--- src/rtl/uart_pkg.sv ---
// Shared constants and state type for the UART baud generator slice.
package uart_pkg;

  localparam int DEF_DIV_WIDTH  = 16;
  localparam int DEF_FRAC_WIDTH = 4;
  localparam int DEF_OVERSAMPLE = 16;

  typedef enum logic [0:0] {
    ST_IDLE = 1'b0,
    ST_RUN  = 1'b1
  } baud_state_e;

  // Width needed to hold a counter running 0..n-1.
  function automatic int cnt_width(input int n);
    return (n > 1) ? $clog2(n) : 1;
  endfunction

endpackage

--- src/rtl/uart_os_prescaler.sv ---
// Oversample counter: advances once per os_tick, flags the bit centre
// (count reaching OVERSAMPLE/2) and the bit boundary (wrap to 0).
module uart_os_prescaler
  import uart_pkg::*;
#(
  parameter int OVERSAMPLE = DEF_OVERSAMPLE
) (
  input  logic clk,
  input  logic rst,
  input  logic clr,
  input  logic adv,
  output logic mid_tick,
  output logic bit_tick
);

  localparam int CNT_W = cnt_width(OVERSAMPLE);

  logic [CNT_W-1:0] os_cnt_r;
  logic [CNT_W-1:0] os_cnt_s;
  logic             mid_tick_r;
  logic             mid_tick_s;
  logic             bit_tick_r;
  logic             bit_tick_s;

  // Next count and tick flags; clear wins over advance.
  always_comb begin
    os_cnt_s   = os_cnt_r;
    mid_tick_s = 1'b0;
    bit_tick_s = 1'b0;
    if (clr) begin
      os_cnt_s = '0;
    end else if (adv) begin
      if (os_cnt_r == CNT_W'(OVERSAMPLE - 1)) begin
        os_cnt_s   = '0;
        bit_tick_s = 1'b1;
      end else begin
        os_cnt_s   = os_cnt_r + CNT_W'(1);
        mid_tick_s = (os_cnt_s == CNT_W'(OVERSAMPLE / 2));
      end
    end else begin
      os_cnt_s = os_cnt_r;
    end
  end

  // Count and registered tick outputs.
  always_ff @(posedge clk or posedge rst) begin
    if (rst) begin
      os_cnt_r   <= '0;
      mid_tick_r <= 1'b0;
      bit_tick_r <= 1'b0;
    end else begin
      os_cnt_r   <= os_cnt_s;
      mid_tick_r <= mid_tick_s;
      bit_tick_r <= bit_tick_s;
    end
  end

  assign mid_tick = mid_tick_r;
  assign bit_tick = bit_tick_r;

endmodule

--- src/rtl/uart_baud_gen.sv ---
// Fractional UART baud generator: produces oversample, mid-bit and bit
// ticks from a shadowed integer+fraction divisor, with phase resync.
module uart_baud_gen
  import uart_pkg::*;
#(
  parameter int DIV_WIDTH  = DEF_DIV_WIDTH,
  parameter int FRAC_WIDTH = DEF_FRAC_WIDTH,
  parameter int OVERSAMPLE = DEF_OVERSAMPLE
) (
  input  logic                  clk,
  input  logic                  rst,
  input  logic                  enable,
  input  logic [DIV_WIDTH-1:0]  baud_int,
  input  logic [FRAC_WIDTH-1:0] baud_frac,
  input  logic                  div_load,
  input  logic                  resync,
  output logic                  os_tick,
  output logic                  mid_tick,
  output logic                  bit_tick,
  output logic                  running
);

  baud_state_e           state_r;
  baud_state_e           state_s;
  logic [DIV_WIDTH-1:0]  cyc_cnt_r;
  logic [DIV_WIDTH-1:0]  cyc_cnt_s;
  logic [FRAC_WIDTH-1:0] acc_r;
  logic [FRAC_WIDTH-1:0] acc_s;
  logic                  extra_r;
  logic                  extra_s;
  logic [DIV_WIDTH-1:0]  act_int_r;
  logic [DIV_WIDTH-1:0]  act_int_s;
  logic [FRAC_WIDTH-1:0] act_frac_r;
  logic [FRAC_WIDTH-1:0] act_frac_s;
  logic [DIV_WIDTH-1:0]  shd_int_r;
  logic [DIV_WIDTH-1:0]  shd_int_s;
  logic [FRAC_WIDTH-1:0] shd_frac_r;
  logic [FRAC_WIDTH-1:0] shd_frac_s;
  logic                  os_tick_r;
  logic                  os_tick_s;
  logic                  running_r;
  logic [DIV_WIDTH-1:0]  p_last_s;
  logic [FRAC_WIDTH:0]   frac_sum_s;
  logic                  adv_s;
  logic                  clr_s;

  // Next-state, divisor shadowing and cycle counting.
  always_comb begin
    state_s    = state_r;
    cyc_cnt_s  = cyc_cnt_r;
    acc_s      = acc_r;
    extra_s    = extra_r;
    act_int_s  = act_int_r;
    act_frac_s = act_frac_r;
    shd_int_s  = shd_int_r;
    shd_frac_s = shd_frac_r;
    os_tick_s  = 1'b0;
    adv_s      = 1'b0;
    clr_s      = 1'b0;
    // Last count of the current period; a pending carry stretches it by one.
    // Using act_int (not act_int+1) keeps everything inside DIV_WIDTH bits.
    p_last_s   = extra_r ? act_int_r : (act_int_r - DIV_WIDTH'(1));
    frac_sum_s = {1'b0, acc_r} + {1'b0, act_frac_r};

    case (state_r)
      ST_IDLE: begin
        clr_s     = 1'b1;
        cyc_cnt_s = '0;
        acc_s     = '0;
        extra_s   = 1'b0;
        if (div_load) begin
          shd_int_s  = baud_int;
          shd_frac_s = baud_frac;
          act_int_s  = baud_int;
          act_frac_s = baud_frac;
        end else begin
          shd_int_s  = shd_int_r;
          shd_frac_s = shd_frac_r;
        end
        if (enable && (act_int_r >= DIV_WIDTH'(2))) begin
          state_s = ST_RUN;
        end else begin
          state_s = ST_IDLE;
        end
      end

      ST_RUN: begin
        if (!enable) begin
          // Stop overrides any load, resync or tick this cycle.
          state_s   = ST_IDLE;
          clr_s     = 1'b1;
          cyc_cnt_s = '0;
          acc_s     = '0;
          extra_s   = 1'b0;
        end else if (resync) begin
          clr_s     = 1'b1;
          cyc_cnt_s = '0;
          acc_s     = '0;
          extra_s   = 1'b0;
          if (div_load) begin
            // Realignment point is also a safe moment to switch divisor.
            shd_int_s  = baud_int;
            shd_frac_s = baud_frac;
            act_int_s  = baud_int;
            act_frac_s = baud_frac;
            state_s    = (baud_int >= DIV_WIDTH'(2)) ? ST_RUN : ST_IDLE;
          end else begin
            state_s = ST_RUN;
          end
        end else begin
          if (div_load) begin
            shd_int_s  = baud_int;
            shd_frac_s = baud_frac;
          end else begin
            shd_int_s  = shd_int_r;
            shd_frac_s = shd_frac_r;
          end
          if (cyc_cnt_r == p_last_s) begin
            // Period boundary: swap in the shadow divisor for the next period.
            cyc_cnt_s  = '0;
            act_int_s  = shd_int_s;
            act_frac_s = shd_frac_s;
            if (shd_int_s < DIV_WIDTH'(2)) begin
              state_s = ST_IDLE;
              clr_s   = 1'b1;
              acc_s   = '0;
              extra_s = 1'b0;
            end else begin
              acc_s     = frac_sum_s[FRAC_WIDTH-1:0];
              extra_s   = frac_sum_s[FRAC_WIDTH];
              os_tick_s = 1'b1;
              adv_s     = 1'b1;
            end
          end else begin
            cyc_cnt_s = cyc_cnt_r + DIV_WIDTH'(1);
          end
        end
      end

      default: begin
        state_s   = ST_IDLE;
        clr_s     = 1'b1;
        cyc_cnt_s = '0;
        acc_s     = '0;
        extra_s   = 1'b0;
      end
    endcase
  end

  // State, counters, divisors and registered outputs.
  always_ff @(posedge clk or posedge rst) begin
    if (rst) begin
      state_r    <= ST_IDLE;
      cyc_cnt_r  <= '0;
      acc_r      <= '0;
      extra_r    <= 1'b0;
      act_int_r  <= '0;
      act_frac_r <= '0;
      shd_int_r  <= '0;
      shd_frac_r <= '0;
      os_tick_r  <= 1'b0;
      running_r  <= 1'b0;
    end else begin
      state_r    <= state_s;
      cyc_cnt_r  <= cyc_cnt_s;
      acc_r      <= acc_s;
      extra_r    <= extra_s;
      act_int_r  <= act_int_s;
      act_frac_r <= act_frac_s;
      shd_int_r  <= shd_int_s;
      shd_frac_r <= shd_frac_s;
      os_tick_r  <= os_tick_s;
      running_r  <= (state_s == ST_RUN);
    end
  end

  uart_os_prescaler #(
    .OVERSAMPLE(OVERSAMPLE)
  ) u_prescaler (
    .clk      (clk),
    .rst      (rst),
    .clr      (clr_s),
    .adv      (adv_s),
    .mid_tick (mid_tick),
    .bit_tick (bit_tick)
  );

  assign os_tick = os_tick_r;
  assign running = running_r;

endmodule
--- config.mk ---
export PLATFORM = sky130hd
export DESIGN_NAME = uart_baud_gen
export DESIGN_NICKNAME = d
export VERILOG_FILES = /design/src/rtl/uart_pkg.sv /design/src/rtl/uart_os_prescaler.sv /design/src/rtl/uart_baud_gen.sv
export SDC_FILE = /design/constraint.sdc
export NUM_CORES = 1
export LEC_CHECK = 0
export ABC_AREA = 1
export BUFFER_PORTS_ARGS = -buffer_cell sky130_fd_sc_hd__buf_2
export CORE_MARGIN = 2
export CORE_UTILIZATION = 50
export CTS_CLUSTER_SIZE = 20
export DETAILED_ROUTE_END_ITERATION = 12
export PLACE_DENSITY = 0.77
export SYNTH_ARGS = -nofsm -noshare
export SYNTH_HDL_FRONTEND = slang
export SYNTH_HIERARCHICAL = 1
export SYNTH_SLANG_ARGS = --single-unit
--- constraint.sdc ---
create_clock -name clk -period 4.8 [get_ports clk]
set_clock_uncertainty 0.1 [all_clocks]
set_input_delay 0.24 -clock clk [delete_from_list [all_inputs] [get_ports clk]]
set_output_delay 0.24 -clock clk [all_outputs]
set_load 0.1 [all_outputs]
======== Yosys cells after proc, flatten, opt, wreduce, memory -nomap -nowiden ========
Cells that the tools add are included.
Widths: inputs -> output; s select.
word-level totals
  register bits after elaboration ......... 69
  bits of input ports ..................... 25
  output and inout port bits .............. 4
  word-level logic and storage cells ...... 90
cells by class
  add/subtract/negate cells ............... 4
  $lt $le $gt $ge ......................... 3
  eq/ne operators ......................... 6
  muxes and demuxes ....................... 61
  bitwise gates (word level) .............. 1
  reduce and logical (&&, ||, !) cells .... 3
operators with widths
  cell                   number
  $mux 16                14
  $pmux 16 s2            3
  $mux 4                 13
  $ge 16x2->1 const B    2
  $mux 1                 25
  $pmux 4 s2             3
  $add 16x1->16 const B  1
  $eq 16x16->1           1
  $lt 16x2->1 const B    1
  $sub 16x1->16 const B  1
  $eq 4x4->1 const B     2
  $pmux 1 s2             3
  $add 4x4->5            1
  $add 4x1->4 const B    1
  $ne 4x3->1 const B     1
  $ne 3x2->1 const B     1
  $ne 2x2->1 const B     1
  $reduce_and 2->1       1
  $reduce_bool 2->1      1
  $logic_and 1x1->1      1
  $not 1->1              1

======== Depth between registers and ports, before layout ========
Gate-level depths: netlist of run 1.
  word-level depth ........................ 12
  mapped depth ............................ 21
  gate-level depth less buffers ........... 21

======== Modules after synthesis ========
The synthesis of run 1 kept the hierarchy.
modules (own cells, without submodules)
  module             times used  cells each  area an instance (um2)  seq. area each (um2)
  uart_baud_gen      1           608         4,265.3                 1,576.5
  uart_os_prescaler  1           37          307.8                   150.1

======== Least setup slack after synthesis of run 1 ========
Ideal clock, no wire load.
  path kind ............................... reg2reg
  from .................................... register act_int_r[0]
  to ...................................... register u_prescaler.os_cnt_r[1]
  setup time .............................. 0.121 ns
  data arrival time ....................... 2.214 ns
  data required time ...................... 4.579 ns
  path slack .............................. 2.365 ns
  cell stages (with the launch flop) ...... 21
  path buffers ............................ 0
  clock period less this slack ............ 2.435 ns
  cell sequence ........................... dfrtp_1 > inv_1 > ha_1 > inv_1 > nor2_2 > nand3_2 > inv_2 > nand2_1 > nand2_2 > nand2_1 > nand2_2 > nand3b_4 > nor2_4 > nand3_4 > nand3_4 > inv_1 > nor2_1 > inv_1 > nand2_1 > inv_1 > a22o_1
on the way
  word-level cells in the longest chain between the ends .. 8
  elaborated cells on any way between the ends .. 13
  classes of those cells .................. 1 x add/sub; 1 x eq/ne; 10 x mux; 1 x reduce/logical
ends and longest elaborated chain
  what                                                RTL line                 text
  start, declared                                     uart_baud_gen.sv:31      logic [DIV_WIDTH-1:0] act_int_r;
  start signal, assigned                              uart_baud_gen.sv:168     act_int_r <= act_int_s;
  $sub 16x1->16                                       uart_baud_gen.sv:62      p_last_s = extra_r ? act_int_r : (act_int_r - DIV_WIDTH'(1));
  $mux 16 (*)                                         uart_baud_gen.sv:62
  $eq 16x16->1 (*)                                    uart_baud_gen.sv:118     if (cyc_cnt_r == p_last_s) begin
  $mux 1 (*)                                          uart_baud_gen.sv:118
  $mux 1 (*)                                          uart_baud_gen.sv:95      end else if (resync) begin
  $mux 1 (*)                                          uart_baud_gen.sv:88      if (!enable) begin
  $pmux 1 s2 (*)                                      uart_baud_gen.sv:65      case (state_r)
  net clr_s                                           uart_baud_gen.sv:45      logic clr_s;
  $mux 4 / $reduce_bool 2->1 (equally long branches)  -
  end signal, assigned                                uart_os_prescaler.sv:52  os_cnt_r <= os_cnt_s;
  end, declared                                       uart_os_prescaler.sv:18  logic [CNT_W-1:0] os_cnt_r;
Mark *: on every way through the listed nets, which the timed path passes. The rest lies on a longest branch.
A chain may end at the register's enable or synchronous reset.

======== Final worst setup path of run 1 ========
  from .................................... register act_int_r[1]
  to ...................................... register u_prescaler.os_cnt_r[1]
The elaborated chain is that of the path after synthesis.

==> results of run 1 <==
kinds of logic (layout without fill, tap and decap cells):
kind of cell    after synthesis  after routing  share of synthesized area (%)
simple gates                374            374                          36.77
buf+inv                      92            116                          8.426
compound gates               75             75                          9.302
flops                        69             69                          37.76
xor+xnor                     24             24                          4.596
fa+ha+maj                    10             10                          2.900
mux                           1              1                         0.2462
final cells by class:
class / instances / area (um2)
inverters: 70 / 262.8
clock inverters: 3 / 46.29
repair buffers: 31 / 165.2
flip-flops and latches: 69 / 1727
fillers: 805 / 3864
well taps: 108 / 135.1
multi-input cells: 484 / 2461
clock buffers: 12 / 145.1
synth_stat cells, types with 4 or more instances:
cell type / number
o22ai_1: 4
nand3_1: 56
nand3b_1: 5
nor2_2: 13
and2_1: 4
xor2_1: 14
inv_1: 68
a31oi_1: 6
nand2_2: 6
a21boi_0: 6
nand2_1: 201
o21ai_0: 36
nand4_1: 9
xnor2_1: 10
a21oi_1: 13
buf_2: 5
ha_1: 9
clkbuf_1: 10
dfrtp_1: 69
nor2_1: 58
nor3_1: 9
sequential cells by signal, summed over array words and instances, names as in the netlist:
name / count
os_tick: 1
u_prescaler/bit_tick: 1
act_int_r: 16
u_prescaler/os_cnt_r: 4
extra_r: 1
running: 1
act_frac_r: 4
shd_int_r: 16
u_prescaler/mid_tick: 1
acc_r: 4
shd_frac_r: 4
cyc_cnt_r: 16
repair_timing:
item                                   CTS  global route
resized for setup                        0             0
endpoints found under the hold margin    6             0
hold buffers                             1             0
metrics by stage:
| step | std cells | cell area (um2) | utilization (%) |
|---|---|---|---|
| after CTS | 777 | 4942 | 56.12 |
| after global placement | 761 | 4741 | 53.84 |
| after detailed placement | 761 | 4741 | 53.84 |
| final | 777 | 4942 | 56.12 |
| after floorplan | 645 | 4573 | - |
| after global routing | 777 | 4942 | 56.12 |
layer usage:
layer / global-route usage (%) / up-vias / wire, um
met2: 36.12 / 120 / 4686
met3: 4.076 / 23 / 503
met4: 8.219 / 0 / 210
met5: 0 / - / 0
li1: - / 2102 / -
met1: 31.07 / 1883 / 4869
where the power goes:
part / switching (mW) / leakage [nW] / internal, mW
Combinational: 0.232 / 1.53 / 0.130
Clock: 0.215 / 0.0927 / 0.253
Sequential: 0.0549 / 0.890 / 0.630
worst paths after layout:
kind / depth (start not counted) / start / endpoint / slack, ns
max in group asynchronous: 4 / rst / act_frac_r[1]$_DFFE_PP0P_ / 3.48
min in group asynchronous: 3 / rst / u_prescaler/os_cnt_r[3]$_DFFE_PP0P_ / 0.26
worst min-delay path: 3 / baud_frac[1] / shd_frac_r[1]$_DFFE_PP0P_ / 0.08
worst max register to register: 15 / act_int_r[1]$_DFFE_PP0P_ / u_prescaler/os_cnt_r[1]$_DFFE_PP0P_ / 1.95
worst min register to register: 2 / shd_int_r[13]$_DFFE_PP0P_ / shd_int_r[13]$_DFFE_PP0P_ / 0.39
worst max-delay path: 15 / act_int_r[1]$_DFFE_PP0P_ / u_prescaler/os_cnt_r[1]$_DFFE_PP0P_ / 1.95
worst max-delay path: cells and delay by family (launching register included):
family / cells / cell delay, ns
AND/OR/NAND/NOR: 11 / 1.71
AO/OA/AOI/OAI: 1 / 0.18
flip-flops: 1 / 0.46
buffers and inverters: 3 / 0.29
==> metrics.txt, run 1 <==
number of diodes=0; pre-CTS setup slack=1.780 ns; top cell type's share of synthesized area=37.76%; sequential fraction of the synthesis area=37.76%; CORE AREA=0.008806 mm2; total track usage=22.66%; largest area contributor in the netlist=dfrtp_1; Worst EP arrival=2.98 ns; area grow syn2layout=8.071%; die area=0.009927 mm2; Setup TNS=0 ns; CP Class=reg -> reg; Mapped Cells=645; Cell Chain, Critical Path=nor2_2, nand2_2, nor2_2, nand4_1, nand3_1, nand3_1, nor2_2, nand3_4, nand3_4, inv_1, nor2_1, inv_1, nand2_1, inv_1, a22o_1; pwr dens=306.4 mW/mm2; initial drt markers=237; CP max FO=19; Distinct cells, synth=40; layout cells sized above 1=11.36%; slowest stage delay, CP=0.46 ns; final setup fails=0; EDFF count, synth=0; Final Hold Fails=0; Tmin final=2.847 ns; fmax=0.3512 GHz; Clk Latency, worst-skew pair=0.34 ns; final WL=10270 um; most frequent cells in the layout=nand2_1, dfrtp_1, inv_1; count of warnings emitted by yosys=6; Tightest Pin Transition=1.023 ns; Critical Path RT=4.94 ns; DRC viols=0; commonest non-fill, non-tap cell in the layout=nand2_1; hpwl dp=7817 um; CTS tree=built; synth top area cells=dfrtp_1, nand2_1, nand3_1; Root Buffer=clkbuf_8; largest net degree at the start of global routing=64; Post-synth ARST share=100.0%; flops & latches, synth=69; PnR worst setup slack=1.953 ns; I/O Buffers=28; crit path max-delay cell type=dfrtp_1; Post-CTS Repair Setup Buffers=0; die span in x=99.64 um; placer's final routability congestion estimate=0.8950; Max Slew Vio Count=0; vias per cell=5.313; Pleak=2.512 nW; VDD IR-drop max=196.0 uV; Die Ht=99.64 um; worst min-delay path category=in -> reg; RSZ-0062 raised after global routing=no; first-pass GRT wire length=18220 um; syn nets=680; commonest register cell after synthesis=dfrtp_1; Post-Synthesis Cell Area=0.004573 mm2; Fin Hold WS=0.08274 ns; H-Tree Level Count=3; clk buf depth=2; vias post-DR=4128; Setup crit end kind=flop; I/O pin total=29; outcome=finished, final reports clean; CTS sink count=69; grt ovf=0; max_cap viols=0; Slew HR=31.62%; Pre-antenna DRT Iters=8; CTS Buf Count=9; Mean Syn Cell Area=7.090 um2; Power Total=1.514 mW; CP Launch Type=flop; Reg clk slew, reported paths=0.08 ns; Antenna Nets Post-Route=0; wire length per cell=13.22 um; initial antenna violation count=0; Starting Density=51.93%; part of the cycle the worst path needs=59.31%; vias in the first global route=4036; NumNets Final=700; FP Rows=34
No activity file was read; power rests on OpenSTA's default activity.
==> run 2: changes to the inputs <==
==> constraint.sdc (replaced) <==
create_clock -name clk -period 2.8 [get_ports clk]
set_clock_uncertainty 0.1 [all_clocks]
set_input_delay 0.14 -clock clk [delete_from_list [all_inputs] [get_ports clk]]
set_output_delay 0.14 -clock clk [all_outputs]
set_load 0.1 [all_outputs]
==> metrics.txt, run 2 (synthesis results as in run 1) <==
FP Rows=34; vias per cell=5.328; Clk Latency, worst-skew pair=0.36 ns; CP Class=reg -> reg; most used cell, CP=nand2_1; CTS sink count=69; H-Tree Level Count=3; Cell Chain, Critical Path=inv_2, ha_1, inv_1, nor2_4, nand2_1, inv_1, nand2_1, nand2_1, nand2_1, nand2_1, nand3_2, nor2_4, nand3_4, nand3_4, inv_1, nor2_2, inv_1, nand2_1, inv_1, a22o_1; CP top delay family=simple AND/OR/NAND/NOR gates; grt ovf=0; CP Buf/Inv Count=6; crit path max-delay cell type=dfrtp_1; CP max FO=5; most frequent cells in the layout=nand2_1, dfrtp_1, inv_1; Pleak=2.639 nW; total track usage=23.34%; final setup fails=0; part of the cycle the worst path needs=89.99%; wire length per cell=13.59 um; Setup TNS=0 ns; number of diodes=0; Setup crit end kind=flop; final WL=10860 um; Largest regs=act_int_r x16, cyc_cnt_r x16, shd_int_r x16; worst min-delay path category=in -> reg; commonest non-fill, non-tap cell in the layout=nand2_1; pwr dens=548.3 mW/mm2; Final Hold Fails=0; die area=0.009927 mm2; Max Slew Vio Count=0; Core Util, Final=59.31%; initial drt markers=245; CORE AREA=0.008806 mm2; outcome=finished, final reports clean; CTS tree=built; max_cap viols=0; Tightest Pin Transition=0.6885 ns; Tmin final=2.520 ns; hpwl dp=8083 um; placer's final routability congestion estimate=0.9863; first-pass GRT wire length=18640 um; fmax=0.3969 GHz; vias post-DR=4257; I/O Buffers=28; clk buf depth=2; vias in the first global route=3896; Critical Path RT=2.95 ns; VDD IR-drop max=311.0 uV; Pre-antenna DRT Iters=5; Starting Density=51.93%; CP Launch Type=flop; Worst EP arrival=2.67 ns; initial antenna violation count=0; Reg clk slew, reported paths=0.08 ns; NumNets Final=721; slowest stage delay, CP=0.41 ns; fill cell count=783; Slew HR=54.03%; Antenna Nets Post-Route=0; layout cells sized above 1=14.04%; area grow syn2layout=14.20%; I/O pin total=29; Die Ht=99.64 um; Root Buffer=clkbuf_8; die span in x=99.64 um; CTS Buf Count=9; largest net degree at the start of global routing=38; DRC viols=0
run 2: changes by cell type in the layout (fill, tap and decap cells not counted), sizes merged:
cell	change
buf	+12
bufinv	+2
clkbuf	-1
clkinv	-1
dlygate4sd3	+9
inv	+1
run 2: timing repair:
| action | 4_1_cts | 5_1_grt |
|---|---|---|
| buffers inserted | 0 | 5 |
| endpoints found under the hold margin | 45 | 0 |
| gates resized for setup | 0 | 11 |
| hold buffers | 10 | 0 |
| endpoints found under the setup margin | 0 | 7 |
run 2: metrics by stage:
step / instance area [um2] / cells / power (mW) / hold WS [ns] / setup WS (ns)
5_1_grt: 5223 / 799 / 3.030 / 0.006172 / -0.005611
3_5_place_dp: 4806 / 768 / 1.816 / -0.02012 / 0.06682
6_report: 5223 / 799 / 2.864 / 0.005408 / 0.2803
2_1_floorplan: 4573 / 645 / 1.665 / -0.1690 / 0.3652
3_3_place_gp: 4806 / 768 / 1.794 / -0.01922 / 0.09124
4_1_cts: 5154 / 794 / 2.842 / 0.001901 / 0.05031
run 2: worst paths after layout:
| path | startpoint | slack, ns | depth (start not counted) | to |
|---|---|---|---|---|
| min in group asynchronous | rst | 0.15 | 3 | u_prescaler/bit_tick$_DFF_PP0_ |
| max in group asynchronous | rst | 1.64 | 4 | act_int_r[1]$_DFFE_PP0P_ |
| hold / removal | baud_int[5] | 0.005 | 3 | shd_int_r[5]$_DFFE_PP0P_ |
| setup reg to reg | act_int_r[0]$_DFFE_PP0P_ | 0.28 | 20 | u_prescaler/os_cnt_r[1]$_DFFE_PP0P_ |
| hold reg to reg | shd_int_r[2]$_DFFE_PP0P_ | 0.39 | 2 | shd_int_r[2]$_DFFE_PP0P_ |
| setup / recovery | act_int_r[0]$_DFFE_PP0P_ | 0.28 | 20 | u_prescaler/os_cnt_r[1]$_DFFE_PP0P_ |
run 2: layout make-up:
| type | count | area, um2 | area share [%] |
|---|---|---|---|
| Clock buffer | 11 | 141.4 | 2.707 |
| Clock inverter | 5 | 106.4 | 2.036 |
| Inverter | 70 | 262.8 | 5.031 |
| Multi-Input combinational cell | 484 | 2491 | 47.70 |
| Sequential cell | 69 | 1728 | 33.09 |
| Tap cell | 108 | 135.1 | 2.587 |
| Timing Repair Buffer | 52 | 357.8 | 6.852 |
run 2: power breakdown:
group          switching [mW]  internal (mW)  leakage (nW)
Combinational           0.419          0.252          1.63
Clock                   0.399          0.619         0.120
Sequential             0.0945           1.08         0.889
run 2: metal layers:
metal  vias up  wire (um)  share of wire [%]  global-route usage, %
met5         -          0                  0                      0
met4         0        180                1.7                  6.639
met3        17        552                5.1                  3.654
met2       116       5070                 47                  37.53
met1      1972       5056                 47                  32.83
li1       2152          -                  -                      -
run 2: worst min-delay path: stages:
cell     delay, ns
buf_2         0.11
nand2_1       0.09
a31oi_1       0.09
==> run 3: changes to the inputs <==
--- a/config.mk
+++ b/config.mk
@@ -5,7 +5,6 @@
 export SDC_FILE = /design/constraint.sdc
 export NUM_CORES = 1
 export LEC_CHECK = 0
-export ABC_AREA = 1
 export BUFFER_PORTS_ARGS = -buffer_cell sky130_fd_sc_hd__buf_2
 export CORE_MARGIN = 2
 export CORE_UTILIZATION = 50
==> constraint.sdc (replaced) <==
create_clock -name clk -period 2.6 [get_ports clk]
set_clock_uncertainty 0.1 [all_clocks]
set_input_delay 0.13 -clock clk [delete_from_list [all_inputs] [get_ports clk]]
set_output_delay 0.13 -clock clk [all_outputs]
set_load 0.1 [all_outputs]
==> metrics.txt, run 3 <==
outcome=complete, but fails checks; failing checks=negative setup slack; max_cap viols=0; Setup TNS=-14.62 ns; commonest non-fill, non-tap cell in the layout=buf_4; die span in x=94.97 um; final WL=12980 um; flops & latches, synth=69; Synth top cells by count=nand2_1, dfrtp_1, nor2_1; CP Class=reg -> reg; Tmin final=3.098 ns; vias post-DR=4148; final setup fails=49; Root Buffer=clkbuf_8; DRC viols=0; commonest register cell after synthesis=dfrtp_1; grt ovf=0; Critical Path RT=2.79 ns; CORE AREA=0.008134 mm2; Post-synth ARST share=100.0%; Pleak=2.537 nW; Comb pwr share=25.8%; wire length per cell=18.87 um; H-Tree Level Count=3; placer's final routability congestion estimate=0.8680; GR peak layer=met2; sequential fraction of the synthesis area=41.73%; Setup crit end kind=flop; total track usage=30.01%; synth top area cells=dfrtp_1, nand2_1, xor2_1; CTS sink count=69; CP Launch Type=flop; RSZ-0062 raised after global routing=yes; post-layout instance area=0.005728 mm2; largest family of logic cells by synthesized area=simple AND/OR/NAND/NOR gates; area grow syn2layout=38.43%; NumNets Final=613; fill cell count=559; Synth Area in Compound Gates=17.18%; CP max FO=3; I/O pin total=29; first-pass GRT wire length=20510 um; Int Pwr=2.082 mW; Pre-antenna DRT Iters=4; Psw=0.9822 mW; Post-Synthesis Cell Area=0.004138 mm2; Post-Synth Adder-Cell Area=3.205%; vias in the first global route=4251; I/O Buffers=28; Reg clk slew, reported paths=0.08 ns; Max Slew Vio Count=0; Post-Synth XOR/XNOR Area=8.255%; Seq pwr share=40.9%; Starting Density=50.87%; Final Hold Fails=0; hpwl dp=8097 um; syn nets=486; Antenna Nets Post-Route=0; Distinct cells, synth=64; Net Sw Frac=32.06%; worst min-delay path category=in -> reg; PnR worst setup slack=-0.4978 ns; pwr dens=534.9 mW/mm2; met2 GRT Util=52.84%; vias per cell=6.029; VDD IR-drop max=419.8 uV; clk buf depth=2; GRT met3 Usage=6.145%; Mapped Cells=451; Tightest Pin Transition=0.7671 ns; most common cell in the synthesized netlist=nand2_1; part of the cycle the worst path needs=119.1%; initial drt markers=324; largest net degree at the start of global routing=36; Mean Syn Cell Area=9.175 um2; largest area contributor in the netlist=dfrtp_1; post-synthesis simple-gate area fraction=24.71%; Clock power frac=33.3%; die area=0.009019 mm2; layout cells sized above 1=32.42%; CTS Buf Count=9; Core Util, Final=70.42%; most frequent cells in the layout=buf_4, nand2_1, dfrtp_1; initial antenna violation count=0; Clk Latency, worst-skew pair=0.36 ns; mux share of post-synthesis cell area=0.9979%; Worst EP arrival=3.29 ns; FP Rows=33; pre-CTS setup slack=-0.4325 ns; count of warnings emitted by yosys=6; Slew HR=48.79%; Largest regs=act_int_r x16, cyc_cnt_r x16, shd_int_r x16; number of diodes=0; EDFF count, synth=0; met1 usage in global routing=35.08%; CTS tree=built; Die Ht=94.97 um; cell area after placement=0.004823 mm2; top cell type's share of synthesized area=41.73%; fmax=0.3228 GHz
## run 3: power groups by stage
stage | clock, mW | sequential [mW] | combinational [mW]
floorplan | 0 | 1.26 | 0.368
global placement | 0 | 1.26 | 0.591
detailed placement | 0 | 1.26 | 0.614
CTS | 1.02 | 1.25 | 0.729
global route | 1.05 | 1.27 | 0.846
finish | 1.02 | 1.25 | 0.789
## run 3: cell type report
cell class                 count  area [um2]  area share (%)
clock inverter                 7       98.84           1.726
multi-input combinational    347        2480           43.29
timing repair buffer         139        1119           19.53
tap                          105       131.4           2.294
clock buffer                   9       123.9           2.163
inverter                      12       45.04          0.7864
sequential                    69        1730           30.21
## run 3: worst max-delay path: stages, from the launching register on
cell	delay, ns
dfrtp_2	0.43
buf_4	0.17
nor4_4	0.31
and4_1	0.30
xnor2_1	0.10
a211oi_2	0.31
nor2_1	0.09
or4_4	0.55
nor2_4	0.13
nand2_2	0.07
or3_1	0.33
a21oi_2	0.13
## run 3: metal layers
metal | part of all wire (%) | wire, um | vias up
met3 | 7.2 | 936 | 39
met2 | 52 | 6793 | 212
met1 | 38 | 4904 | 2024
li1 | - | - | 1873
met4 | 2.7 | 350 | 0
met5 | 0 | 0 | -
## run 3: what timing repair did
item                                    in CTS  in global routing
endpoints found under the setup margin      49                 49
endpoints found under the hold margin       60                  0
cloned                                       1                  0
setup buffers                               22                  5
hold buffers                                22                  0
pin swaps                                   15                 10
gates resized for setup                     46                 12
## run 3: cell families after synthesis
group                    Yosys count
multiplexers                       4
buffers and inverters             35
flip-flops                        69
AO/OA/AOI/OAI                     92
adder cells (fa/ha/maj)           10
XOR/XNOR                          39
AND/OR/NAND/NOR                  202
## run 3: final timing paths
path	from	depth (start not counted)	end	slack [ns]
worst max-delay path	act_int_r[6]$_DFFE_PP0P_	11	u_prescaler/os_cnt_r[3]$_DFFE_PP0P_	-0.50
worst min-delay path	enable	4	running$_DFF_PP0_	0.10
worst max register to register	act_int_r[6]$_DFFE_PP0P_	11	u_prescaler/os_cnt_r[3]$_DFFE_PP0P_	-0.50
worst min register to register	shd_frac_r[1]$_DFFE_PP0P_	2	shd_frac_r[1]$_DFFE_PP0P_	0.38
max in group asynchronous	rst	4	cyc_cnt_r[11]$_DFF_PP0_	1.34
min in group asynchronous	rst	3	u_prescaler/bit_tick$_DFF_PP0_	0.15
## run 3: per-stage QoR
step                power [mW]  hold slack (ns)  std cells
global route             3.167           0.1271        688
global placement         1.849         -0.03264        625
finish                   3.064           0.1000        688
detailed placement       1.878         -0.02513        625
floorplan                1.625          -0.1790        451
CTS                      2.995          0.09005        684
